`src/rtl/br_resolve.sv`:
```
// LC-3 branch-resolution stage: captures IR/PC on Start, waits for stable NZP,
// computes BEN and the next PC, pulses LD_PC/Done, and keeps branch statistics.
module br_resolve #(
  parameter int CNT_W = 16
) (
  input  logic             Clk,
  input  logic             Reset,
  input  logic             Start,
  input  logic [15:0]      IR,
  input  logic [15:0]      PC,
  input  logic [2:0]       NZP,
  input  logic             Load_CC,
  input  logic             Clr_Stats,
  output logic             BEN,
  output logic [15:0]      PC_Next,
  output logic             LD_PC,
  output logic             Done,
  output logic             Busy,
  output logic             Err,
  output logic [CNT_W-1:0] Br_Cnt,
  output logic [CNT_W-1:0] Taken_Cnt
);

  typedef enum logic [1:0] {
    S_IDLE,
    S_EVAL,
    S_DONE
  } state_e;

  localparam logic [CNT_W-1:0] CNT_ONE = CNT_W'(1);

  state_e           state_q, state_d;
  logic [15:0]      ir_q, ir_d;
  logic [15:0]      pc_q, pc_d;
  logic [15:0]      pc_next_q, pc_next_d;
  logic             ben_q, ben_d;
  logic [CNT_W-1:0] br_cnt_q, br_cnt_d;
  logic [CNT_W-1:0] taken_cnt_q, taken_cnt_d;

  logic             is_br;
  logic             ben_eval;
  logic [15:0]      offset_sext;
  logic [15:0]      target;
  logic             done_w;

  assign is_br       = (ir_q[15:12] == 4'b0000);
  assign ben_eval    = is_br && (|(ir_q[11:9] & NZP));
  assign offset_sext = {{7{ir_q[8]}}, ir_q[8:0]};
  // 16-bit sum: wrap-around past 0xFFFF is the intended LC-3 behaviour.
  assign target      = pc_q + offset_sext;

  // NOTE: every variable gets a default before the case so no path leaves it
  // unassigned; otherwise synthesis infers a latch to hold the old value.
  always_comb begin
    state_d     = state_q;
    ir_d        = ir_q;
    pc_d        = pc_q;
    ben_d       = ben_q;
    pc_next_d   = pc_next_q;
    br_cnt_d    = br_cnt_q;
    taken_cnt_d = taken_cnt_q;

    case (state_q)
      S_IDLE: begin
        if (Start) begin
          ir_d    = IR;
          pc_d    = PC;
          state_d = S_EVAL;
        end
      end
      S_EVAL: begin
        // NZP is only trusted once the CC register has finished loading.
        if (!Load_CC) begin
          ben_d     = ben_eval;
          pc_next_d = ben_eval ? target : pc_q;
          if (is_br) begin
            br_cnt_d = br_cnt_q + CNT_ONE;
            if (ben_eval && !(&taken_cnt_q)) begin
              taken_cnt_d = taken_cnt_q + CNT_ONE;
            end
          end
          state_d = S_DONE;
        end
      end
      S_DONE:  state_d = S_IDLE;
      default: state_d = S_IDLE;
    endcase

    if (Clr_Stats) begin
      br_cnt_d    = '0;
      taken_cnt_d = '0;
    end
  end

  // NOTE: sequential state uses non-blocking assignments so every register
  // samples the pre-edge values, independent of statement order.
  always_ff @(posedge Clk or negedge Reset) begin
    if (!Reset) begin
      state_q     <= S_IDLE;
      ir_q        <= '0;
      pc_q        <= '0;
      pc_next_q   <= '0;
      ben_q       <= 1'b0;
      br_cnt_q    <= '0;
      taken_cnt_q <= '0;
    end else begin
      state_q     <= state_d;
      ir_q        <= ir_d;
      pc_q        <= pc_d;
      pc_next_q   <= pc_next_d;
      ben_q       <= ben_d;
      br_cnt_q    <= br_cnt_d;
      taken_cnt_q <= taken_cnt_d;
    end
  end

  // Pulses decode straight from the DONE state; BEN is already 0 for non-BR.
  assign done_w    = (state_q == S_DONE);
  assign Done      = done_w;
  assign LD_PC     = done_w && ben_q;
  assign Err       = done_w && !is_br;
  assign Busy      = (state_q != S_IDLE);
  assign BEN       = ben_q;
  assign PC_Next   = pc_next_q;
  assign Br_Cnt    = br_cnt_q;
  assign Taken_Cnt = taken_cnt_q;

endmodule

```
`config.mk`:
```
export PLATFORM = sky130hd
export DESIGN_NAME = br_resolve
export DESIGN_NICKNAME = d
export VERILOG_FILES = /design/src/rtl/br_resolve.sv
export SDC_FILE = /design/constraint.sdc
export NUM_CORES = 1
export LEC_CHECK = 0
export CAP_MARGIN = 20
export CORE_ASPECT_RATIO = 1.2
export CORE_MARGIN = 1.5
export CORE_UTILIZATION = 51
export DETAILED_ROUTE_END_ITERATION = 10
export PLACE_DENSITY = 0.76
export SYNTH_ARGS = -nofsm -noshare
export SYNTH_HDL_FRONTEND = slang
export SYNTH_SLANG_ARGS = --single-unit
```
`constraint.sdc`:
```
create_clock -name Clk -period 2.95 [get_ports Clk]
set_clock_uncertainty 0.1 [all_clocks]
set_input_delay 0.59 -clock Clk [delete_from_list [all_inputs] [get_ports Clk]]
set_output_delay 0.59 -clock Clk [all_outputs]
set_load 0.02 [all_outputs]
```
# Word level (Yosys, flattened, before mapping)
# Cells that the tools add are included.
[word_totals]
regBits = 83
input_bits = 40
out_inout_bits = 53
elab_cells = 49
[op_classes]
addsub = 3
n_eq_ne = 5
muxes = 13
n_bitwise = 2
n_reduce_logical = 19
[ops]
columns = ["op", "n"]
rows = [
  ["$mux 16", 10],
  ["$add 16x1->16 const B", 2],
  ["$add 16x16->16", 1],
  ["$reduce_and 16->1", 1],
  ["$reduce_bool 2->1", 4],
  ["$reduce_and 2->1", 3],
  ["$logic_and 1x1->1", 4],
  ["$logic_not 4->1", 1],
  ["$mux 2", 2],
  ["$ne 2x2->1 const B", 2],
  ["$pmux 2 s2", 1],
  ["$reduce_and 4->1", 1],
  ["$and 3x3->3", 1],
  ["$reduce_and 3->1", 1],
  ["$reduce_or 3->1", 1],
  ["$eq 2x1->1 const B", 1],
  ["$eq 2x2->1 const B", 1],
  ["$logic_not 1->1", 2],
  ["$logic_not 2->1", 1],
  ["$ne 2x1->1 const B", 1],
  ["$not 1->1", 1],
]

# Logic depth before layout (Yosys ltp)
# Gate-level depths: netlist (run 1).
[depth]
depth_word = 9
mapped_depth = 8

# Least setup slack after synthesis (run 1)
# Ideal clock, no wire load.
[synth_path]
kind = "in2reg"
startpoint = "input port Load_CC"
endpoint = "register taken_cnt_q[10], in the netlist Taken_Cnt[10]"
t_arrival_ps = 2469
required_time_ps = 2772
setup_slack_ps = 303
cell_stages = 6
path_cell_list = "or3b_2 -> or3_4 -> or4b_1 -> buf_2 -> or3_1 -> a21oi_1"
[synth_via]
elab_chain_len = 2
[synth_rtl]
columns = ["element", "line", "text"]
rows = [
  ["start: declaration", "12", "input logic Load_CC,"],
  ["$ne 2x1->1 (no source line)", "--", ""],
  ["$reduce_and 4->1 (no source line)", "--", ""],
  ["end signal: assignment", "113", "taken_cnt_q <= taken_cnt_d;"],
  ["end: declaration", "38", "logic [CNT_W-1:0] taken_cnt_q, taken_cnt_d;"],
]
# No other way between the ends.
# A chain may end at the register's enable or synchronous reset.

# Worst setup path in the final report (run 1)
[layout_path]
startpoint = "register ir_q[13]"
endpoint = "output port Err"
[layout_via]
elab_chain_len = 3
[layout_rtl]
columns = ["element", "line", "text"]
rows = [
  ["start: declaration", "33", "logic [15:0] ir_q, ir_d;"],
  ["start signal: assignment", "108", "ir_q <= ir_d;"],
  ["$logic_not 4->1", "46", "assign is_br = (ir_q[15:12] == 4'b0000);"],
  ["$logic_not 1->1", "121", "assign Err = done_w && !is_br;"],
  ["$logic_and 1x1->1", "121", ""],
  ["end: declaration", "19", "output logic Err,"],
]
# No other way between the ends.

==> results of run 1 <==
power groups by stage:
stage / clock [W] / sequential (W) / combinational (W)
2_1_floorplan: 0 / 0.00166 / 0.00101
3_3_place_gp: 0 / 0.00156 / 0.00164
3_5_place_dp: 0 / 0.00157 / 0.00169
4_1_cts: 0.000810 / 0.00155 / 0.00170
5_1_grt: 0.000847 / 0.00158 / 0.00186
6_report: 0.000800 / 0.00155 / 0.00169
critical path, stage by stage (launching register included):
cell             delay (ns)
dfrtp_1                0.40
or4_4                  0.59
and2_2                 0.22
clkdlybuf4s50_1        0.53
metal layers:
metal	up-vias	global-route usage (%)	wire, um
met5	-	0	0
met4	0	11.68	256
met3	18	3.476	332
met2	87	41.60	5371
met1	1808	28.42	4230
li1	1765	-	-
through the flow:
| stage | setup TNS, ns | total power, W |
|---|---|---|
| finish | 0 | 0.004037 |
| global placement | -0.2573 | 0.003206 |
| CTS | 0 | 0.004060 |
| global route | 0 | 0.004291 |
| floorplan | 0 | 0.002665 |
| detailed placement | -0.6447 | 0.003257 |
how the worst max path moves through the flow:
stage	cells after the start	slack (ns)	from	to
finish	3	0.17	ir_q[13]$_DFFE_PN0P_	Err
global route	3	0.11	ir_q[13]$_DFFE_PN0P_	Err
CTS	3	0.14	ir_q[13]$_DFFE_PN0P_	Err
detailed placement	6	-0.16	Load_CC	Taken_Cnt[14]$_DFFE_PN0P_
global placement	6	-0.08	Load_CC	Taken_Cnt[10]$_DFFE_PN0P_
floorplan	6	0.30	Load_CC	Taken_Cnt[10]$_DFFE_PN0P_
sequential cells by signal, summed over array words and instances, names as in the netlist:
| register | count |
|---|---|
| BEN | 1 |
| Br_Cnt | 16 |
| PC_Next | 16 |
| Taken_Cnt | 16 |
| ir_q | 16 |
| pc_q | 16 |
| state_q | 2 |
cell type report:
cell class,count,share of cell area [%]
multi-input cells,330,39.20
well taps,114,2.504
repair buffers,106,18.19
inverters,7,0.4612
flip-flops and latches,83,36.46
clock inverters,3,0.7028
clock buffers,11,2.482
cells in the final DEF, fill, tap and decap left out, types with 2 or more instances in the layout:
cell / netlist / final
a2111o_1: 2 / 2
a211o_1: 2 / 2
a211oi_1: 3 / 3
a21boi_0: 2 / 2
a21o_1: 8 / 8
a21oi_1: 40 / 40
a31oi_1: 4 / 4
and2_1: 3 / 3
and3_1: 15 / 15
buf_4: 0 / 14
clkbuf_8: 0 / 10
clkdlybuf4s50_1: 0 / 91
clkinv_2: 0 / 2
dfrtp_1: 83 / 83
ha_1: 17 / 17
inv_1: 7 / 7
mux2_2: 32 / 32
mux2i_1: 6 / 6
nand2_1: 34 / 34
nand3_1: 20 / 20
nand4_1: 9 / 9
nor2_1: 41 / 40
nor2b_1: 2 / 2
nor3_1: 7 / 7
nor3b_1: 3 / 3
o21ai_0: 20 / 20
or2_2: 2 / 2
or3_1: 8 / 8
xnor2_1: 12 / 12
xor2_1: 18 / 18
cells by family after synthesis:
kind of cell    after synthesis
compound gates               90
xor+xnor                     30
fa+ha+maj                    18
buf+inv                      26
flops                        83
mux                          38
simple gates                154
==> impl_metrics.ini, run 1 <==
[run_status]
run_status = completed

[floorplanning]
dieArea_um2 = 9209
fp.dieH_um = 104.8
die_w_um = 87.86
core-area_um2 = 8243
initial_utilization_pct = 53.46
io_pins = 93
floorplan.rows = 36

[cells_and_area]
areaGrowthSynthToFinish_pct = 29.27
fin_cells = 654
final_nets = 595
multi_input_area_um2 = 2233
antenna_cells = 0
stdcell_area_um2 = 5697
fillers = 684
fin_util_pct = 69.11
regArea_um2 = 2077
layout-drive-gt1-share_pct = 12.96

[global_route]
grt_pass1_wl_mm = 17.48
grt_pass1_vias = 3874
gr-total-overflow = 0
antenna_found_initial = 0
track_usage_pct = 24.01
grt_max_degree = 49

[sta]
max_slew.worst_pin.slew_ns = 0.8443
fmax_mhz = 359.7
min_period_over_period_pct = 94.25
maxSlewHeadroom_pct = 43.51
layout_min_cycle_time_ns = 2.780
hold_viol = 0
slew_viol_final = 0
timing.hold.ws_ns = 0.08266
fin_ws_ns = 0.1697
setup_violations = 0
rsz0062_at_grt = false

[yosys]
synthAdderAreaFrac_pct = 5.281
synthSimpleGateAreaFrac_pct = 17.43
ys_async_sr_fraction_pct = 100.0
synth_area_leaders = dfrtp_1, mux2_2, ha_1, a21oi_1, xor2_1
ys.flop_type = dfrtp_1
ys_types = 49
synth_compound_area_share_pct = 12.41
ys_ff_latch = 83
postSynthCellCount = 439
syn_nets = 497
ys_seq_area_share_pct = 47.13
yosys_warnings = 0
yosys.area_share.xor_xnor_pct = 5.963
synth.area.mux_share_pct = 9.540
synth_most_common_cell = dfrtp_1
synth_top_area_share_pct = 47.13
synth_common_cells = dfrtp_1, nor2_1, a21oi_1
synth_top_family_by_area = simple AND/OR/NAND/NOR gates
synthesis.area_um2 = 4407
synth_edf_count = 0
yosysTopAreaCell = dfrtp_1
avgSynthCellArea_um2 = 10.04

[clock_network]
hold_buffers = 0
cts_resized = 0
tritoncts = yes
clk_latency_ns = 0.36
numCtsBuffers = 9
cts_max_level = 3
cts.sinks = 83
postCtsSetupBuffers = 0
root_buffer = clkbuf_8
clk_pin_slew_ns = 0.07
cts_buffer_depth = 2

[detailed_routing]
wl_mm = 10.19
ant_nets = 0
drt_iter0_markers = 147
drtPass1Iterations = 4
vias = 3678
remaining_drc_errors = 0
avgViaCountPerCell = 5.624
wl_per_cell_um = 15.58

[min_path]
min_path_type = input port to asynchronous set/reset pin

[place]
dp_slack_ns = -0.1582
postPlaceCellArea_um2 = 5515
routabilityCongestion = 0.8016
io_buffers = 92
dp_hpwl_mm = 7.408
dp_cells = 640

[pwr]
internal_power_w = 0.002581
seq_power_share_pct = 38.3
ir_drop_uv = 481.0
swShare_pct = 36.07
pwr_density_cell_nw_per_um2 = 708.7
clock_power_share_pct = 19.8
leakage_nw = 2.430
p_comb_share_pct = 41.9
p_sw_w = 0.001456

[worst_setup_path]
crit_path_max_fanout = 6
reg2reg_from = ir_q[13]$_DFFE_PN0P_
reg2reg_setup_slack_ns = 0.32
end_kind = output port
crit_required_ns = 2.26
r2r_cells = 5
worstSetupPathType = register to output port
critPathLaunchType = register
arrival_ns = 2.09
r2r-end = Taken_Cnt[14]$_DFFE_PN0P_

[flow_run]
drv_cap = 0
(Power assumes the default switching activity.)
==> inputs of run 2 (changes only) <==
--- a/config.mk
+++ b/config.mk
@@ -6,7 +6,7 @@
 export NUM_CORES = 1
 export LEC_CHECK = 0
 export CAP_MARGIN = 20
-export CORE_ASPECT_RATIO = 1.2
+export CORE_ASPECT_RATIO = 0.9
 export CORE_MARGIN = 1.5
 export CORE_UTILIZATION = 51
 export DETAILED_ROUTE_END_ITERATION = 10
==> run 2 against run 1 <==
Effect of this change:
- sequential share of layout area decreased by 0.22 points
- highest routed layer unchanged
- cell count grew 0.46%
- register-to-register slack improved by 0.03 ns
- core utilization grew 0.59 points
- hold slack better by 0.026 ns
==> impl_metrics.ini, run 2 (synthesized netlist as in run 1, its figures left out) <==
[global_route]
met1_usage_pct = 32.88
use_met2_pct = 38.06
grt_max_degree = 45
top_usage_layer = met2
grt_pass1_vias = 3633
track_usage_pct = 23.73
use_met3_pct = 4.080
grt_pass1_wl_mm = 17.29
gr-total-overflow = 0
antenna_found_initial = 0

[detailed_routing]
avgViaCountPerCell = 5.481
vias = 3601
wl_mm = 10.01
remaining_drc_errors = 0
ant_nets = 0
drt_iter0_markers = 188
drtPass1Iterations = 4
wl_per_cell_um = 15.24

[pwr]
pwr_density_cell_nw_per_um2 = 717.7
p_comb_share_pct = 40.2
p_sw_w = 0.001460
ir_drop_uv = 507.7
swShare_pct = 35.49
clock_power_share_pct = 21.9
leakage_nw = 2.447
seq_power_share_pct = 37.9
p_total_w = 0.004114
internal_power_w = 0.002654

[floorplanning]
dieArea_um2 = 9208
core-area_um2 = 8223
fp.dieH_um = 91.19
die_w_um = 101.0
floorplan.rows = 31
initial_utilization_pct = 53.59
io_pins = 93

[cells_and_area]
final_nets = 595
fillers = 652
final_common_cell = clkdlybuf4s50_1
antenna_cells = 0
layout-drive-gt1-share_pct = 13.28
regArea_um2 = 2077
mostFrequentLayoutCells = clkdlybuf4s50_1, dfrtp_1, nor2_1, a21oi_1, nand2_1
areaGrowthSynthToFinish_pct = 30.07
multi_input_area_um2 = 2233

[clock_network]
clk_latency_ns = 0.36
clk_pin_slew_ns = 0.09
postCtsSetupBuffers = 0
cts_max_level = 3
numCtsBuffers = 9
tritoncts = yes
cts_buffer_depth = 2
root_buffer = clkbuf_8
cts.sinks = 83
cts_resized = 0
hold_buffers = 0

[sta]
layout_min_cycle_time_ns = 2.781
setup_violations = 0
fmax_mhz = 359.6
hold_viol = 0
slew_viol_final = 0
fin_ws_ns = 0.1691
maxSlewHeadroom_pct = 49.91
max_slew.worst_pin.slew_ns = 0.7485
rsz0062_at_grt = false
min_period_over_period_pct = 94.27

[place]
io_buffers = 92
dp_hpwl_mm = 7.274
routabilityCongestion = 0.8393
dp_slack_ns = -0.1103

[worst_setup_path]
crit_required_ns = 2.26
r2r_cells = 5
crit_buf_inv = 1
cpMaxStageDelayCell = or4_4
path_cells = or4_4 > and2_2 > clkdlybuf4s50_1
end_kind = output port
critPathLaunchType = register
reg2reg_from = ir_q[13]$_DFFE_PN0P_
worst_path_largest_cell_delay_ns = 0.59
crit_path_max_fanout = 6
r2r-end = Taken_Cnt[12]$_DFFE_PN0P_
arrival_ns = 2.09
worstSetupPathType = register to output port
cpLargestDelayFamily = simple AND/OR/NAND/NOR gates
reg2reg_setup_slack_ns = 0.35

[min_path]
min_path_type = input port to asynchronous set/reset pin

[run_status]
run_status = completed

[flow_run]
drv_cap = 0
## run 2: power by group through the flow
stage	combinational [W]	sequential, W	clock, W
global placement	0.00161	0.00158	0
finish	0.00165	0.00156	0.000899
detailed placement	0.00164	0.00158	0
floorplan	0.00101	0.00166	0
global route	0.00183	0.00160	0.000960
CTS	0.00165	0.00156	0.000917
## run 2: metrics by stage
stage / hold WS (ns) / cells / TNS [ns] / area [um2] / utilization (%)
detailed placement: 0.3521 / 641 / -0.5095 / 5517 / 67.09
global placement: 0.3452 / 641 / -0.4554 / 5517 / 67.09
global route: 0.1488 / 657 / 0 / 5732 / 69.70
CTS: 0.1309 / 657 / 0 / 5732 / 69.70
finish: 0.1090 / 657 / 0 / 5732 / 69.70
floorplan: 0.1944 / 439 / 0 / 4407 / -
## run 2: cell type report
cell class | count | area share [%]
Inverter | 7 | 0.4584
Timing Repair Buffer | 106 | 18.07
Tap cell | 115 | 2.510
Multi-Input combinational cell | 330 | 38.97
Clock inverter | 6 | 1.528
Sequential cell | 83 | 36.24
Clock buffer | 10 | 2.227
## run 2: worst max path at each step
| stage | end | depth (start not counted) | slack [ns] | startpoint |
|---|---|---|---|---|
| finish | Err | 3 | 0.17 | ir_q[13]$_DFFE_PN0P_ |
| CTS | Err | 3 | 0.15 | ir_q[13]$_DFFE_PN0P_ |
| floorplan | Taken_Cnt[10]$_DFFE_PN0P_ | 6 | 0.30 | Load_CC |
| detailed placement | Taken_Cnt[12]$_DFFE_PN0P_ | 6 | -0.11 | Load_CC |
| global placement | Taken_Cnt[14]$_DFFE_PN0P_ | 6 | -0.09 | Load_CC |
| global route | Err | 3 | 0.11 | ir_q[13]$_DFFE_PN0P_ |
## run 2: layer usage
| metal | share of wire (%) | vias up |
|---|---|---|
| met5 | 0 | - |
| li1 | - | 1764 |
| met2 | 47 | 88 |
| met4 | 1.7 | 0 |
| met1 | 47 | 1734 |
| met3 | 4.4 | 15 |
